**src/rtl/rx_frame_pkg.sv**
```systemverilog
// Shared state type and default sizing for the UART receive frame assembler.
package rx_frame_pkg;

  localparam int unsigned RX_DEPTH_DEFAULT = 64;

  typedef enum logic [1:0] {
    ST_IDLE    = 2'd0,
    ST_COLLECT = 2'd1,
    ST_DRAIN   = 2'd2,
    ST_DROP    = 2'd3
  } rx_state_e;

endpackage

```
**src/rtl/frame_buffer_ram.sv**
```systemverilog
// Simple dual-port DEPTH x 8 frame buffer: one write port, one registered read port.
module frame_buffer_ram
  import rx_frame_pkg::*;
#(
  parameter int unsigned DEPTH = RX_DEPTH_DEFAULT,
  parameter int unsigned AW    = $clog2(DEPTH)
) (
  input  logic          clk,
  input  logic          wr_en,
  input  logic [AW-1:0] wr_addr,
  input  logic [7:0]    wr_data,
  input  logic          rd_en,
  input  logic [AW-1:0] rd_addr,
  output logic [7:0]    rd_data
);

  logic [7:0] mem_r [DEPTH];

  // Write port; contents are never reset so the array maps onto block RAM.
  always_ff @(posedge clk) begin
    if (wr_en) begin
      mem_r[wr_addr] <= wr_data;
    end
  end

  // Registered read port; data only changes when a read is enabled.
  always_ff @(posedge clk) begin
    if (rd_en) begin
      rd_data <= mem_r[rd_addr];
    end
  end

endmodule

```
**src/rtl/rx_frame_assembler.sv**
```systemverilog
// Collects UART bytes into a frame buffer until a receive timeout, then streams
// the frame out over a valid/ready interface or discards it when poisoned.
module rx_frame_assembler
  import rx_frame_pkg::*;
#(
  parameter int unsigned DEPTH        = RX_DEPTH_DEFAULT,
  parameter bit          CHECK_PARITY = 1'b1
) (
  input  logic                     clk,
  input  logic                     reset,
  input  logic [7:0]               rx_data,
  input  logic                     rx_done,
  input  logic                     parity_err,
  input  logic                     timeout,
  output logic [7:0]               m_data,
  output logic                     m_valid,
  output logic                     m_last,
  input  logic                     m_ready,
  output logic [$clog2(DEPTH):0]   frame_len,
  output logic                     frame_err,
  output logic                     overrun,
  output logic                     busy
);

  localparam int unsigned    AW      = $clog2(DEPTH);
  localparam int unsigned    CW      = AW + 1;
  localparam logic [CW-1:0]  DEPTH_C = CW'(DEPTH);

  rx_state_e       state_r, state_s;
  logic [CW-1:0]   count_r, count_s;
  logic            bad_r, bad_s;
  logic            wr_en_s;
  logic [AW-1:0]   wr_addr_s;
  logic            parity_bad_s;

  logic [CW-1:0]   rd_ptr_r, rd_addr_s;
  logic            rd_en_s;
  logic            fire_s;
  logic [7:0]      rd_data_s;
  logic            m_valid_r, m_last_r;
  logic [CW-1:0]   frame_len_r;

  logic            busy_s, frame_err_s, overrun_s;
  logic            busy_r, frame_err_r, overrun_r;

  assign parity_bad_s = rx_done && parity_err && CHECK_PARITY;
  assign fire_s       = m_valid_r && m_ready;
  assign rd_en_s      = (state_r == ST_DRAIN) && (!m_valid_r || (fire_s && !m_last_r));
  assign rd_addr_s    = fire_s ? (rd_ptr_r + CW'(1)) : rd_ptr_r;

  // Write side: buffer address, byte count and poison flag for the frame being collected.
  always_comb begin
    wr_en_s   = 1'b0;
    wr_addr_s = '0;
    count_s   = count_r;
    bad_s     = bad_r;
    case (state_r)
      ST_IDLE: begin
        if (rx_done) begin
          wr_en_s = 1'b1;
          count_s = CW'(1);
          bad_s   = parity_bad_s;
        end else begin
          count_s = count_r;
        end
      end
      ST_COLLECT: begin
        if (rx_done && (count_r != DEPTH_C)) begin
          wr_en_s   = 1'b1;
          wr_addr_s = count_r[AW-1:0];
          count_s   = count_r + CW'(1);
          bad_s     = bad_r || parity_bad_s;
        end else if (rx_done) begin
          bad_s = 1'b1;
        end else begin
          bad_s = bad_r;
        end
      end
      ST_DRAIN: begin
        if (fire_s && m_last_r) begin
          count_s = '0;
          bad_s   = 1'b0;
        end else begin
          count_s = count_r;
        end
      end
      ST_DROP: begin
        count_s = '0;
        bad_s   = 1'b0;
      end
      default: begin
        count_s = '0;
        bad_s   = 1'b0;
      end
    endcase
  end

  // Next state. A byte arriving together with timeout in IDLE forms a one-byte
  // frame; a lone timeout in IDLE is ignored.
  always_comb begin
    state_s = state_r;
    case (state_r)
      ST_IDLE: begin
        if (rx_done && timeout) begin
          state_s = bad_s ? ST_DROP : ST_DRAIN;
        end else if (rx_done) begin
          state_s = ST_COLLECT;
        end else begin
          state_s = ST_IDLE;
        end
      end
      ST_COLLECT: begin
        if (timeout) begin
          state_s = bad_s ? ST_DROP : ST_DRAIN;
        end else begin
          state_s = ST_COLLECT;
        end
      end
      ST_DRAIN: begin
        if (fire_s && m_last_r) begin
          state_s = ST_IDLE;
        end else begin
          state_s = ST_DRAIN;
        end
      end
      ST_DROP: state_s = ST_IDLE;
      default: state_s = ST_IDLE;
    endcase
  end

  // Status outputs, computed one cycle ahead and registered below.
  always_comb begin
    busy_s      = (state_s != ST_IDLE);
    frame_err_s = (state_s == ST_DROP);
    overrun_s   = (state_r == ST_DRAIN) && rx_done;
  end

  // State, collect-side counters and registered status outputs.
  always_ff @(posedge clk) begin
    if (reset) begin
      state_r     <= ST_IDLE;
      count_r     <= '0;
      bad_r       <= 1'b0;
      busy_r      <= 1'b0;
      frame_err_r <= 1'b0;
      overrun_r   <= 1'b0;
    end else begin
      state_r     <= state_s;
      count_r     <= count_s;
      bad_r       <= bad_s;
      busy_r      <= busy_s;
      frame_err_r <= frame_err_s;
      overrun_r   <= overrun_s;
    end
  end

  // Drain side: the read is issued one cycle ahead so a held-high m_ready gets a byte per clock.
  always_ff @(posedge clk) begin
    if (reset) begin
      rd_ptr_r    <= '0;
      m_valid_r   <= 1'b0;
      m_last_r    <= 1'b0;
      frame_len_r <= '0;
    end else if ((state_r != ST_DRAIN) && (state_s == ST_DRAIN)) begin
      rd_ptr_r    <= '0;
      m_valid_r   <= 1'b0;
      m_last_r    <= 1'b0;
      frame_len_r <= count_s;
    end else if (fire_s && m_last_r) begin
      rd_ptr_r  <= '0;
      m_valid_r <= 1'b0;
      m_last_r  <= 1'b0;
    end else if (rd_en_s) begin
      rd_ptr_r  <= rd_addr_s;
      m_valid_r <= 1'b1;
      m_last_r  <= (rd_addr_s == (frame_len_r - CW'(1)));
    end
  end

  frame_buffer_ram #(
    .DEPTH (DEPTH),
    .AW    (AW)
  ) u_ram (
    .clk     (clk),
    .wr_en   (wr_en_s),
    .wr_addr (wr_addr_s),
    .wr_data (rx_data),
    .rd_en   (rd_en_s),
    .rd_addr (rd_addr_s[AW-1:0]),
    .rd_data (rd_data_s)
  );

  assign m_data    = m_valid_r ? rd_data_s : 8'h00;
  assign m_valid   = m_valid_r;
  assign m_last    = m_last_r;
  assign frame_len = frame_len_r;
  assign frame_err = frame_err_r;
  assign overrun   = overrun_r;
  assign busy      = busy_r;

endmodule
```
**config.mk**
```make
export PLATFORM = sky130hd
export DESIGN_NAME = rx_frame_assembler
export DESIGN_NICKNAME = d
export VERILOG_FILES = /design/src/rtl/rx_frame_pkg.sv /design/src/rtl/frame_buffer_ram.sv /design/src/rtl/rx_frame_assembler.sv
export SDC_FILE = /design/constraint.sdc
export NUM_CORES = 1
export LEC_CHECK = 0
export ABC_AREA = 1
export CORE_UTILIZATION = 40
export DETAILED_ROUTE_END_ITERATION = 8
export GPL_TIMING_DRIVEN = 0
export SYNTH_ARGS = -nofsm -noshare
export SYNTH_HDL_FRONTEND = slang
export SYNTH_SLANG_ARGS = --single-unit
```
**constraint.sdc**
```tcl
create_clock -name clk -period 2.5 [get_ports clk]
set_clock_uncertainty 0.1 [all_clocks]
set_input_delay 0.25 -clock clk [delete_from_list [all_inputs] [get_ports clk]]
set_output_delay 0.25 -clock clk [all_outputs]
set_load 0.005 [all_outputs]
```
==> metrics.log, run 1 <==
INFO  metric slew_worst_pin = 915 ps
INFO  metric worst_ir_drop_vdd = 0.579 mV
INFO  metric endpoint_kind = register
INFO  metric numCtsBuffers = 58
INFO  metric drt-wirelength-per-cell = 22.6 µm
INFO  metric postPlaceCellArea = 26000 µm²
INFO  metric clk_latency = 650 ps
INFO  metric numPlacedInstances = 3164
INFO  metric clock_tree_from_tritoncts = built
INFO  metric timing.critical_path.from_type = register
INFO  metric mappedNetlistNets = 2365
INFO  metric wl = 75100 µm
INFO  metric cts.htree.levels = 2
INFO  metric number_of_enable_type_register_cells_in_the_synthesized_netlist = 520
INFO  metric powerDensity = 659 nW/µm²
INFO  metric grt_usage = 0.240
INFO  metric placementRows = 90
INFO  metric cts.sinks = 549
INFO  metric die_height = 250 µm
INFO  metric design_area = 29800 µm²
INFO  metric synth_area_leaders = edfxtp_1, nand3_1, nand2_1, nand3b_1, inv_1
INFO  metric finalNetCount = 2516
INFO  metric critPathRequiredTime = 2750 ps
INFO  metric violations_in_the_final_reports = setup timing
INFO  metric syn-mean-instance-area = 10.5 µm²
INFO  metric vias = 18200
INFO  metric die_footprint = 62700 µm²
INFO  metric synth_ff_type = edfxtp_1
INFO  metric synthesis.instances = 2346
INFO  metric unrepaired_setup_endpoints_after_global_routing = true
INFO  metric pin_count_of_the_biggest_net_entering_global_routing = 65
INFO  metric synth_top_area_cell = edfxtp_1
INFO  metric p_leak = 11.6 nW
INFO  metric antenna_found_initial = 0
INFO  metric cts-root-to-sink-buffers = 3
INFO  metric period_minus_slack = 2530 ps
INFO  metric overflow = 0
INFO  metric setup.worst_path.class = reg2reg
INFO  metric synthDistinctLibCells = 34
INFO  metric first_global_vias = 17900
INFO  metric area_used_by_multi_input_combinational_logic = 7480 µm²
INFO  metric maxClockFrequency = 0.395 GHz
INFO  metric drv_cap = 0
INFO  metric io_buffer_count = 32
INFO  metric worst_setup_hold_path_clk_slew = 60 ps
INFO  metric grt_first_pass_wirelength = 111000 µm
INFO  metric num_antenna_cells = 0
INFO  metric path_max_fanout = 10
INFO  metric drc_errors = 0
INFO  metric ys_seq_area_frac = 0.656
INFO  metric setup_viol = 2
INFO  metric final-hold-violation-count = 0
INFO  metric final_antenna_net_count = 0
INFO  metric status = finished with violations
INFO  metric avgViaCountPerCell = 5.48
INFO  metric synth_seq_cells = 549
INFO  metric synth_largest_type_area_fraction = 0.632
INFO  metric hold_path.class = in2reg
INFO  metric start_util = 0.407
INFO  metric detail_route.first_pass.iterations = 6
INFO  metric cts_root_buf = clkbuf_16
INFO  metric first_iter_violations = 2125
INFO  metric gp_routability_congestion = 0.981
INFO  metric yosys_warnings = 0
INFO  metric final.fill_count = 5345
INFO  metric top_level_port_count = 34
INFO  metric layoutNonFillerInstCount = 3325
INFO  metric drive_above_1_share = 0.163
INFO  metric final_core_utilization = 0.492
INFO  metric fin_ws = -30.1 ps
INFO  metric final.period_utilization = 1.01
INFO  metric final-max-slew-violation-count = 0
INFO  metric design.core.area = 60700 µm²
INFO  metric syn-cell-area = 24700 µm²
INFO  metric cp.arrival = 2780 ps
INFO  metric synth_async_reset_ratio = 0
INFO  metric area.sequential = 16200 µm²
INFO  metric hpwlAfterDp = 49800 µm
INFO  metric chipWidth = 250 µm
INFO  metric area.growth.synth_to_final = 20.8%
INFO  metric timing.max_slew.rel_slack = 0.390
==> cells by family after synthesis <==
family,after synthesis,share of synthesized area
compound gates,64,0.0138
xor+xnor,5,0.00208
fa+ha+maj,5,0.00253
buf+inv,461,0.0761
flops,549,0.656
simple gates,1262,0.250
==> cell usage in the layout, fill, tap and decap left out, types with 4 or more instances in the layout <==
cell	Yosys	routed
edfxtp_1	520	520
nand3_1	496	479
nand2_1	434	419
inv_1	318	315
nand3b_1	194	194
nor2_4	0	67
buf_4	10	63
clkbuf_16	0	58
o21ai_0	36	36
buf_2	84	35
nor2_1	106	35
buf_12	0	35
clkbuf_2	0	24
clkdlybuf4s50_1	0	24
dfxtp_1	29	23
clkbuf_4	0	20
a21oi_1	20	20
clkbuf_1	31	18
buf_6	1	17
clkinv_1	2	13
nand3_2	2	12
nand2_4	0	12
nand4_1	10	10
clkinv_2	0	10
or2_2	8	8
nand3_4	0	7
nor2_2	1	5
inv_2	6	5
nor3_1	6	5
ha_1	5	5
clkbuf_8	0	5
xor2_1	4	4
buf_8	0	4
==> registers in the layout, summed over array words and instances, names as in the netlist <==
| signal | count |
|---|---|
| u_ram.mem_r | 512 |
| u_ram.rd_data | 8 |
| state_r | 2 |
| count_r | 7 |
| m_valid | 1 |
| rd_ptr_r | 7 |
| bad_r | 1 |
| frame_len | 7 |
| frame_err | 1 |
| overrun | 1 |
| m_last | 1 |
| busy | 1 |
==> final cells by class <==
cell class,instances,area share
sequential,549,0.543
multi-input combinational,1336,0.251
clock buffer,79,0.0530
inverter,326,0.0417
timing repair buffer,91,0.0392
tap,782,0.0328
buffer,135,0.0323
clock inverter,27,0.00717
==> worst max-delay path, stage by stage (launching register included) <==
cell,delay [ps]
dfxtp_2,340
ha_1,350
nand2_1,130
nand2_4,130
buf_6,190
buf_4,190
nand2_1,100
nand3_1,140
nand3_1,160
nand3_1,120
nand3_2,140
nand2_1,140
==> path summary, 6_finish.rpt <==
check,to,slack (ps),depth (start not counted),startpoint
worst max-delay path,u_ram.rd_data[6]$_DFFE_PP_,-30,11,rd_ptr_r[0]$_SDFFE_PP0P_
worst min-delay path,u_ram.mem_r[13][5]$_DFFE_PP_,110,1,rx_data[5]
worst max register to register,u_ram.rd_data[6]$_DFFE_PP_,-30,11,rd_ptr_r[0]$_SDFFE_PP0P_
worst min register to register,rd_ptr_r[6]$_SDFFE_PP0P_,390,2,rd_ptr_r[6]$_SDFFE_PP0P_
==> synth_stat cells, drive strengths merged, types with 6 or more instances <==
master and instances:
o21ai 37, dfxtp 29, or2 8, nand3b 194, edfxtp 520, nand3 498, a21oi 20, nand4 10
nand2 437, inv 324, nor2 107, nor3 6, clkbuf 31, buf 104
==> power breakdown <==
group | switching (mW) | leakage [nW] | internal [mW] | total (mW)
Sequential | 0.0337 | 4.92 | 10.1 | 10.1
Combinational | 0.884 | 5.79 | 0.377 | 1.26
Clock | 3.64 | 0.881 | 4.62 | 8.26
Total | 4.56 | 11.6 | 15.1 | 19.7
==> metal layers <==
layer  vias up  global-route usage  wire (µm)
li1       8313                   -          -
met1      8927               0.326      31500
met2       803               0.382      34400
met3       166              0.0419       6090
met4         0              0.0950       3110
met5         -                   0          0
==> through the flow <==
step                      hold slack (ps)  setup TNS, ps  worst slack, ps  power, mW
final                                 113          -36.0            -30.1       19.7
after floorplan                       249              0             71.1       10.9
after CTS                            81.1          -32.2            -15.9       19.7
after global routing                  101           -962            -22.7       20.2
after detailed placement              382        -453800            -1150       11.5
after global placement                370        -966910            -1240       11.5
==> timing repair <==
item / CTS / global route
endpoints found under the setup margin: 542 / 536
hold buffers: 1 / 0
pin swaps: 56 / 16
hold endpoints to repair: 7 / 0
gates resized for setup: 281 / 93
buffers inserted: 46 / 8
(Power assumes the default switching activity.)
==> run 2: changes to the inputs <==
PLACE_DENSITY = 0.55   (was default)
==> run 2 against run 1 <==
The run now ends clean. Critical path depth unchanged. Non-clock buffer count up 21. Routed wire length up 1.9%. Setup slack better by 57 ps. Hold slack worse by 81 ps. Clock-buffer cell count down 6. Power up 1.5%. Sequential share of layout area down 0.73 points. Register-to-register slack better by 60 ps. Largest cell class unchanged.
==> metrics.log, run 2 (synthesis gave the netlist of run 1 again) <==
INFO  metric clockPowerShare = 0.427
INFO  metric top_level_port_count = 34
INFO  metric design.core.area = 60700 µm²
INFO  metric die_height = 250 µm
INFO  metric worst_setup_hold_path_clk_slew = 60 ps
INFO  metric setup_viol = 0
INFO  metric slew_worst_pin = 1010 ps
INFO  metric clock_tree_from_tritoncts = built
INFO  metric gp_routability_congestion = 0.967
INFO  metric cp.arrival = 2730 ps
INFO  metric vias = 18100
INFO  metric status = finished, final reports clean
INFO  metric hold_path.class = in2reg
INFO  metric drc_errors = 0
INFO  metric area.growth.synth_to_final = 22.4%
INFO  metric io_buffer_count = 32
INFO  metric num_antenna_cells = 0
INFO  metric layoutNonFillerInstCount = 3348
INFO  metric endpoint_kind = register
INFO  metric leading_registers_by_flop_count = u_ram.mem_r: 512 flops, u_ram.rd_data: 8 flops
INFO  metric chipWidth = 250 µm
INFO  metric period_minus_slack = 2470 ps
INFO  metric final_common_cell = edfxtp_1
INFO  metric path_max_fanout = 10
INFO  metric critPathRequiredTime = 2750 ps
INFO  metric cts.htree.levels = 2
INFO  metric die_footprint = 62700 µm²
INFO  metric clk_latency = 630 ps
INFO  metric cp_slowest_cell = dfxtp_1
INFO  metric worst_ir_drop_vdd = 0.650 mV
INFO  metric final-max-slew-violation-count = 0
INFO  metric start_util = 0.407
INFO  metric numPlacedInstances = 3163
INFO  metric power.combinational.fraction = 0.065
INFO  metric largest_register_ffs = 512
INFO  metric drt-wirelength-per-cell = 22.9 µm
INFO  metric unrepaired_setup_endpoints_after_global_routing = true
INFO  metric avgViaCountPerCell = 5.39
INFO  metric maxClockFrequency = 0.404 GHz
INFO  metric final.period_utilization = 0.989
INFO  metric cpPeakStageDelay = 420 ps
INFO  metric final-hold-violation-count = 0
INFO  metric first_iter_violations = 1604
INFO  metric drv_cap = 0
INFO  metric worstPathBufferInverterCount = 3
INFO  metric powerDensity = 660 nW/µm²
INFO  metric top_register = u_ram.mem_r
INFO  metric first_global_vias = 17500
INFO  metric fin_tns_setup = 0 ps
INFO  metric setup.worst_path.class = reg2reg
INFO  metric timing.max_slew.rel_slack = 0.328
INFO  metric p_leak = 11.8 nW
INFO  metric fin_hold_ws = 31.7 ps
INFO  metric cts-root-to-sink-buffers = 3
INFO  metric antenna_found_initial = 0
INFO  metric overflow = 0
INFO  metric wl = 76500 µm
INFO  metric switch_share = 0.227
INFO  metric power.share.sequential = 0.508
INFO  metric cts_root_buf = clkbuf_16
INFO  metric intPower = 15.4 mW
INFO  metric grt_usage = 0.244
INFO  metric hpwlAfterDp = 50200 µm
INFO  metric grt_first_pass_wirelength = 112000 µm
INFO  metric timing.critical_path.cells = ha_4 -> nand3_1 -> nor2_2 -> nand3b_1 -> and2_1 -> buf_2 -> inv_4 -> buf_6 -> nand3_1 -> nand3_2 -> nand2_1
INFO  metric numCtsBuffers = 58
INFO  metric placementRows = 90
INFO  metric worst_path_most_repeated_cell = nand3_1
INFO  metric cts.sinks = 549
INFO  metric pin_count_of_the_biggest_net_entering_global_routing = 65
INFO  metric timing.critical_path.from_type = register
INFO  metric layout.cells.most_common_list = edfxtp_1, nand3_1, nand2_1
INFO  metric finalNetCount = 2537
INFO  metric p_switching = 4.53 mW
INFO  metric cpLargestDelayFamily = simple AND/OR/NAND/NOR gates
INFO  metric final_antenna_net_count = 0
INFO  metric drive_above_1_share = 0.171
INFO  metric detail_route.first_pass.iterations = 5
[run 2: changes by cell type in the layout (fill, tap and decap cells not counted), sizes merged]
cell	change
clkbuf	-9
bufinv	+4
clkinv	+1
buf	+23
dlygate4sd3	+1
clkinvlp	+3
[run 2: timing repair]
| action | CTS | global route |
|---|---|---|
| hold buffers | 2 | 0 |
| endpoints found under the setup margin | 528 | 512 |
| setup buffers | 67 | 9 |
| gates resized for setup | 280 | 91 |
| pin swaps | 56 | 17 |
| hold endpoints to repair | 18 | 0 |
[run 2: path summary, 6_finish.rpt]
kind | slack [ps] | endpoint | cells past startpoint | start
setup reg to reg | 30 | u_ram.rd_data[3]$_DFFE_PP_ | 11 | rd_ptr_r[1]$_SDFFE_PP0P_
hold reg to reg | 410 | rd_ptr_r[4]$_SDFFE_PP0P_ | 2 | rd_ptr_r[4]$_SDFFE_PP0P_
setup / recovery | 30 | u_ram.rd_data[3]$_DFFE_PP_ | 11 | rd_ptr_r[1]$_SDFFE_PP0P_
hold / removal | 30 | u_ram.mem_r[27][6]$_DFFE_PP_ | 2 | rx_data[6]
[run 2: metrics by stage]
step	cell area, µm²	util	worst slack [ps]	total power, mW
2_1_floorplan	24700	-	71.1	10.9
3_3_place_gp	26000	0.428	-1350	11.5
3_5_place_dp	26000	0.429	-1140	11.5
4_1_cts	29900	0.492	-13.2	20.0
5_1_grt	30200	0.498	-51.3	20.5
6_report	30200	0.498	26.9	20.0
[run 2: power groups by stage]
stage | sequential (mW) | clock [mW] | combinational, mW
after floorplan | 10.3 | 0 | 0.593
after global placement | 10.4 | 0 | 1.14
after detailed placement | 10.3 | 0 | 1.16
after CTS | 10.1 | 8.62 | 1.25
after global routing | 10.1 | 8.92 | 1.39
final | 10.1 | 8.53 | 1.29
[run 2: per-layer routing]
layer  GRT usage  share of wire  up-vias
li1            -              -     8377
met1       0.321           0.42     8877
met2       0.406           0.47      659
met3      0.0412          0.073      139
met4      0.0904          0.036        0
met5           0              0        -
[run 2: area by class of cell]
class / instances / area [µm²]
plain buffers: 134 / 951
clock buffers: 73 / 1530
clock inverters: 35 / 320
fillers: 5356 / 30500
inverters: 326 / 1240
multi-input cells: 1336 / 7520
flip-flops and latches: 549 / 16200
well taps: 782 / 978
repair buffers: 113 / 1480
[run 2: worst reg2reg max path: stages, from the launching register on]
cell	delay (ps)
dfxtp_1	420
ha_4	170
nand3_1	110
nor2_2	180
nand3b_1	110
and2_1	170
buf_2	200
inv_4	130
buf_6	190
nand3_1	220
nand3_2	160
nand2_1	70
